<file path="config.mk">
export PLATFORM = sky130hd
export DESIGN_NAME = boot_ctrl
export DESIGN_NICKNAME = d
export VERILOG_FILES = /design/src/rtl/boot_ctrl_pkg.sv /design/src/rtl/boot_timeout.sv /design/src/rtl/boot_ctrl.sv
export SDC_FILE = /design/constraint.sdc
export NUM_CORES = 1
export LEC_CHECK = 0
export BUFFER_PORTS_ARGS = -buffer_cell sky130_fd_sc_hd__buf_2
export CAP_MARGIN = 20
export CORE_MARGIN = 2
export CORE_UTILIZATION = 30
export CTS_CLUSTER_DIAMETER = 120
export DETAILED_ROUTE_END_ITERATION = 10
export SYNTH_ARGS = -nofsm -noshare
export SYNTH_HDL_FRONTEND = slang
export SYNTH_SLANG_ARGS = --single-unit
</file>
<file path="constraint.sdc">
create_clock -name b_clk -period 2.3 [get_ports b_clk]
set_input_delay 0.46 -clock b_clk [delete_from_list [all_inputs] [get_ports b_clk]]
set_output_delay 0.46 -clock b_clk [all_outputs]
set_load 0.01 [all_outputs]
</file>
<file path="src/rtl/boot_ctrl_pkg.sv">
// boot_ctrl_pkg: shared word width and sequencer state encodings
package boot_ctrl_pkg;
  localparam int BC_IWIDTH = 32;
  typedef enum logic [1:0] {
    BC_IDLE = 2'd0,
    BC_LOAD = 2'd1,
    BC_DONE = 2'd2,
    BC_ERR  = 2'd3
  } bc_state_e;
endpackage

</file>
<file path="src/rtl/boot_timeout.sv">
// boot_timeout: saturating no-ack counter; expire flags the cycle that reaches TIMEOUT
module boot_timeout #(
  parameter int TIMEOUT = 16
) (
  input  logic clk,
  input  logic rst,
  input  logic clr,
  input  logic inc,
  output logic expire
);
  localparam int TW = $clog2(TIMEOUT + 1);
  logic [TW-1:0] cnt;
  // count consecutive idle cycles, saturating at TIMEOUT
  always_ff @(posedge clk)
    if (rst || clr) cnt <= '0;
    else if (inc && cnt != TW'(TIMEOUT)) cnt <= cnt + 1'b1;
  assign expire = inc && (cnt >= TW'(TIMEOUT - 1));
endmodule

</file>
<file path="src/rtl/boot_ctrl.sv">
// boot_ctrl: loads an acknowledged instruction stream into IMEM while holding the CPU in reset
module boot_ctrl
  import boot_ctrl_pkg::*;
#(
  parameter int IWIDTH    = BC_IWIDTH,
  parameter int AWIDTH    = 10,
  parameter int MAX_WORDS = 1024,
  parameter int TIMEOUT   = 16
) (
  input  logic              b_clk,
  input  logic              b_rst,
  input  logic              b_i_start,
  output logic              b_o_syn,
  input  logic [IWIDTH-1:0] b_i_instr,
  input  logic              b_i_last,
  input  logic              b_i_ack,
  output logic              b_o_we,
  output logic [AWIDTH-1:0] b_o_waddr,
  output logic [IWIDTH-1:0] b_o_wdata,
  output logic              b_o_cpu_rst,
  output logic              b_o_busy,
  output logic              b_o_done,
  output logic              b_o_err,
  output logic [AWIDTH:0]   b_o_count
);
  bc_state_e state;
  logic      expire;
  logic      last_slot;
  assign last_slot = b_o_count == (AWIDTH+1)'(MAX_WORDS - 1);
  boot_timeout #(.TIMEOUT(TIMEOUT)) u_timeout (
    .clk   (b_clk),
    .rst   (b_rst),
    .clr   (state != BC_LOAD || b_i_ack),
    .inc   (state == BC_LOAD && !b_i_ack),
    .expire(expire)
  );
  // sequencer and IMEM write register; final word and state change share one update
  always_ff @(posedge b_clk)
    if (b_rst) begin
      state       <= BC_IDLE;
      b_o_syn     <= 1'b0;
      b_o_we      <= 1'b0;
      b_o_waddr   <= '0;
      b_o_wdata   <= '0;
      b_o_cpu_rst <= 1'b1;
      b_o_busy    <= 1'b0;
      b_o_done    <= 1'b0;
      b_o_err     <= 1'b0;
      b_o_count   <= '0;
    end else begin
      b_o_we <= 1'b0;
      if (state != BC_LOAD) begin
        if (b_i_start) begin
          state       <= BC_LOAD;
          b_o_syn     <= 1'b1;
          b_o_busy    <= 1'b1;
          b_o_done    <= 1'b0;
          b_o_err     <= 1'b0;
          b_o_cpu_rst <= 1'b1;
          b_o_count   <= '0;
          b_o_waddr   <= '0;
        end
      end else if (b_i_ack) begin
        b_o_we    <= 1'b1;
        b_o_wdata <= b_i_instr;
        b_o_waddr <= b_o_count[AWIDTH-1:0];
        b_o_count <= b_o_count + 1'b1;
        if (b_i_last || last_slot) begin
          state       <= b_i_last ? BC_DONE : BC_ERR;
          b_o_syn     <= 1'b0;
          b_o_busy    <= 1'b0;
          b_o_done    <= b_i_last;
          b_o_err     <= !b_i_last;
          b_o_cpu_rst <= !b_i_last;
        end
      end else if (expire) begin
        state    <= BC_ERR;
        b_o_syn  <= 1'b0;
        b_o_busy <= 1'b0;
        b_o_err  <= 1'b1;
      end
    end
endmodule

</file>
### Yosys cells after proc, flatten, opt, wreduce, memory -nomap -nowiden

Cells that the tools add are included.

| cells by class | value |
|---|---|
| add/sub/neg operators | 2 |
| order comparisons | 1 |
| equal/unequal tests | 6 |
| multiplexer cells | 28 |
| bitwise operators | 1 |
| reduce and logical (&&, ||, !) cells | 16 |

Operator list:

| kind | number |
|---|---|
| $mux W11 | 3 |
| $mux W10 | 3 |
| $mux W1 | 17 |
| $add A11 B1 Y11 const B | 1 |
| $eq A11 B10 Y1 const B | 1 |
| $mux W2 | 5 |
| $reduce_and A3 Y1 | 2 |
| $add A5 B1 Y5 const B | 1 |
| $ge A5 B4 Y1 const B | 1 |
| $ne A5 B5 Y1 const B | 1 |
| $reduce_and A2 Y1 | 2 |
| $reduce_bool A2 Y1 | 2 |
| $logic_and A1 B1 Y1 | 3 |
| $logic_or A1 B1 Y1 | 3 |
| $ne A3 B1 Y1 const B | 1 |
| $reduce_bool A3 Y1 | 1 |
| $eq A2 B1 Y1 const B | 1 |
| $logic_not A1 Y1 | 2 |
| $ne A2 B1 Y1 const B | 1 |
| $ne A2 B2 Y1 const B | 1 |
| $reduce_or A2 Y1 | 1 |
| $not A1 Y1 | 1 |

| word-level totals | value |
|---|---|
| register bits after elaboration | 65 |
| input port bits | 37 |

### Depth between registers and ports, before layout

| depth | value |
|---|---|
| depth in word-level cells | 6 |
| gate-level depth with buffers | 7 |

### Hierarchy

From an unflattened synthesis, not the netlist that was laid out.

| unflattened totals | value |
|---|---|
| cell total of the unflattened synthesis | 292 |
| area total of the unflattened synthesis | 2544.9 um^2 |

Modules (own cells, without submodules):

| module | times used | cells an instance | area each (um^2) | seq. area each (um^2) |
|---|---|---|---|---|
| boot_ctrl | 1 | 259 | 2257.2 | 1201.2 |
| boot_timeout | 1 | 33 | 287.8 | 100.1 |

### Worst setup path after synthesis

OpenSTA, ideal clock, no wires.

| timing | value |
|---|---|
| path type | register to register |
| start point | reg b_o_count[0] |
| end point | reg state[1] |
| setup time | 0.121 ns |
| data arrival time | 1.634 ns |
| data required time | 2.179 ns |
| setup slack | 0.545 ns |
| cell stages (with the launch flop) | 6 |
| path buffers | 0 |
| cells stage by stage | dfxtp_1 -> ha_1 -> and3_1 -> and4b_4 -> o32a_4 -> mux2_4 |

| on the way | value |
|---|---|
| longest elaborated chain between the ends | 4 |

Ends and longest elaborated chain:

| element | RTL line | text |
|---|---|---|
| start: declaration | boot_ctrl.sv:24 | `output logic [AWIDTH:0] b_o_count` |
| start signal: assignment | boot_ctrl.sv:67 | `b_o_count <= b_o_count + 1'b1;` |
| $eq A11 B10 Y1 | boot_ctrl.sv:29 | `assign last_slot = b_o_count == (AWIDTH+1)'(MAX_WORDS - 1);` |
| $logic_or A1 B1 Y1 | boot_ctrl.sv:68 | `if (b_i_last \|\| last_slot) begin` |
| $ne A3 B1 Y1 (no line) | n/a |  |
| $reduce_and A3 Y1 (no line) | n/a |  |
| end signal: assignment | boot_ctrl.sv:69 | `state <= b_i_last ? BC_DONE : BC_ERR;` |
| end: declaration | boot_ctrl.sv:26 | `bc_state_e state;` |

No other way between the ends.
A chain may end at the register's enable or synchronous reset.

### Worst setup path after layout

| timing | value |
|---|---|
| start point | reg u_timeout.cnt[0] |
| end point | reg state[1] |

| on the way | value |
|---|---|
| longest elaborated chain between the ends | 4 |

Ends and longest elaborated chain:

| element | RTL line | text |
|---|---|---|
| start: declaration | boot_timeout.sv:12 | `logic [TW-1:0] cnt;` |
| start signal: assignment | boot_timeout.sv:16 | `else if (inc && cnt != TW'(TIMEOUT)) cnt <= cnt + 1'b1;` |
| $ge A5 B4 Y1 | boot_timeout.sv:17 | `assign expire = inc && (cnt >= TW'(TIMEOUT - 1));` |
| $logic_and A1 B1 Y1 | boot_timeout.sv:17 |  |
| $reduce_bool A3 Y1 (no line) | n/a |  |
| $reduce_and A3 Y1 (no line) | n/a |  |

No other way between the ends.

==> results.md <==
* # fillers at ~850
* Count leader, synth: nand2_1
* Worst VDD drop at approximately 570 uV
* Post-DR vias/cell at 4.75
* 1st-iter DRT viols at 67
* Post-CTS Setup Bufs at 0
* Total power at about 2.5 mW
* TritonRoute pass-1 iters at 4
* Final setup skew at approximately 0.0073 ns
* Die X at about 96 um
* FMAX at between 0.5 and 0.6 GHz
* Post-synth top cells: nand2_1 (72), dfxtp_1 (65), a21oi_1 (43)
* Total routed wirelength at about 6100 um
* Setup CP Type: register to register
* H-tree Lvls at 3
* Multi-input gate area at 1130 sq um
* Sequential power share at ~48%
* Internal at 1.89 mW
* NumNets Final at between 400 and 500
* Minimum clock period at roughly 1.8 ns
* Clock buffer depth at 2
* Number of flops mapped to enable cells by yosys at 0
* Status: completed
* Max_cap viols at 0
* Port Buffers at 95
* GRT Residual Overflow at 0
* Dpl cells at just under 500
* Root buffer selected by CTS: clkbuf_8
* Mapped Area at roughly 2500 sq um
* Area Overhead vs Synth at 31.2%
* Gate power share at under 10%
* Post-synth net total at roughly 330
* Clk_lat worst skew at around 0.34 ns
* Initial antenna violation count at 0
* Antenna cell count at 0
* Synthesized instance count at approximately 290
* Max-slew violation count at 0
* Fin cells at 497
* Hold Crit Class: input pin to register
* Via count at approximately 2400
* Vias in the first global route at around 2100
* Post-CTS Hold Buffers at 0
* Post-Route Setup TNS at 0 ns
* Final ANT Viol Nets at 0
* Worst setup margin at roughly 0.47 ns
* Drt wl/cell at 12.3 um
* CP Data Arrival Time at slightly above 2 ns
* GRT Util Overall at between 10% and 20%
* Synth area leader: dfxtp_1
* Cell area power density at between 700 and 800 nW/um^2
* Clk sinks at 65
* Synth warn at 0
* Rows at 33
* Worst Max-Slew Pin Slew at roughly 0.38 ns
* Post-CTS Resized at 0
* CP Max Fanout at 5
* Clock network power share at a little over two fifths
* Cts bufs inserted at 9
* Critical Path Source Type: register
* CP endpoint kind: register
* Synth area leaders: dfxtp_1 (51%), nand2_1 (11%), a21oi_1 (8.5%), a22o_1 (3.1%), ha_1 (2.0%)
* Most used DFF post-synth: dfxtp_1
* Yosys reg bits at 65
* Fraction of registers with async set/reset at 0%
* First-pass GRT wire length at roughly 9400 um
* Yosys cell types at 43
* Final Cycle Share at between 70 and 80%
* Largest net degree at the start of global routing at 32
* Die height at slightly below 100 um
* Share of the synthesized area in the top cell type at between 50% and 60%
* Req. time, crit path at about 2.5 ns
* Layout cells sized above 1 at 31.6%
* Die area at around 9200 sq um
* Clk pin slew, worst setup/hold paths at roughly 0.07 ns
* Drc violations at 0
* Sw frac at about a quarter
* Initial core utilization at 31.0%
* CTS tree: yes
* Final hold vios at 0
* Setup violators final at 0
* Syn Area/Cell at 8.72 sq um
* Top Ports at 96
* Sequential area share after synthesis at 51.1%
* Unrepaired setup endpoints after global routing: false
* GPL Wtd Cong at between 0.7 and 0.8
* Slew margin rel. at roughly three quarters
* CORE AREA at 8220 sq um
* DP Wirelength at 4340 um
* Sequential Area at 1300 sq um
* Post-Place Setup Slack at between 0.4 and 0.5 ns
* Leakage power at 1.46 nW
* Net Switching at about 570 uW
## final cells by class
class / count / share of cell area [%]
Timing Repair Buffer: 103 / 16.0
Clock inverter: 5 / 2.36
Sequential cell: 65 / 39.0
Inverter: 6 / 0.674
Multi-Input combinational cell: 202 / 33.8
Tap cell: 105 / 3.93
Clock buffer: 11 / 4.23
## critical path: stages, from the launching register on
cell and delay, ns:
dfxtp_1 0.36, ha_1 0.23, and3_1 0.19, ha_1 0.17, nor3_1 0.13, a21oi_1 0.10, o32a_4 0.25, mux2_4 0.29
## cells by family after synthesis
logic type | share of synthesized area [%]
compound gates | 18.5
fa+ha+maj | 1.97
flops | 51.1
mux | 2.21
xor+xnor | 1.03
buf+inv | 4.52
simple gates | 20.7
## final timing paths
| path | startpoint | end | slack (ns) | cells past startpoint |
|---|---|---|---|---|
| worst max-delay path | u_timeout.cnt[0]$_SDFFE_PP0P_ | state[1]$_SDFFE_PP0P_ | 0.47 | 7 |
| worst min-delay path | b_i_instr[28] | b_o_wdata[28]$_SDFFE_PP0P_ | 0.36 | 3 |
| worst max register to register | u_timeout.cnt[0]$_SDFFE_PP0P_ | state[1]$_SDFFE_PP0P_ | 0.47 | 7 |
| worst min register to register | b_o_wdata[31]$_SDFFE_PP0P_ | b_o_wdata[31]$_SDFFE_PP0P_ | 0.45 | 2 |
## sequential cells by signal (all words and copies together) (netlist names)
register,cells
b_o_we,1
b_o_done,1
b_o_busy,1
b_o_cpu_rst,1
b_o_count,11
b_o_waddr,10
b_o_wdata,32
b_o_err,1
state,2
u_timeout.cnt,5
## power by group through the flow
stage	clock (mW)	combinational (mW)	sequential, mW
3_3_place_gp	0	0.225	1.20
4_1_cts	1.10	0.227	1.18
5_1_grt	1.15	0.249	1.18
3_5_place_dp	0	0.226	1.20
6_report	1.06	0.223	1.18
2_1_floorplan	0	0.120	1.22
## stage by stage
stage          hold WS [ns]  util, %  cell area, sq um
3_5_place_dp          0.445     38.0              3120
5_1_grt               0.332     40.7              3340
2_1_floorplan         0.481        -              2550
3_3_place_gp          0.440     38.0              3120
4_1_cts               0.339     40.7              3340
6_report              0.356     40.7              3340
## layer usage
| layer | routed length, um | GRT usage (%) | vias to the layer above |
|---|---|---|---|
| met5 | 0 | 0 | - |
| met4 | 62 | 5.60 | 0 |
| li1 | - | - | 1194 |
| met3 | 407 | 5.32 | 7 |
| met1 | 2650 | 15.0 | 1101 |
| met2 | 2980 | 22.0 | 58 |
## cell usage in the layout (no fill, tap or decap), types with 5 or more instances in the layout
master / n
clkbuf_8: 10
buf_4: 8
nand2b_1: 5
inv_1: 6
nor2_1: 13
dfxtp_1: 65
nand2_1: 72
and3_1: 5
o21ai_0: 5
a22o_1: 9
buf_2: 95
a21oi_1: 43
No activity file was read; power rests on OpenSTA's default activity.
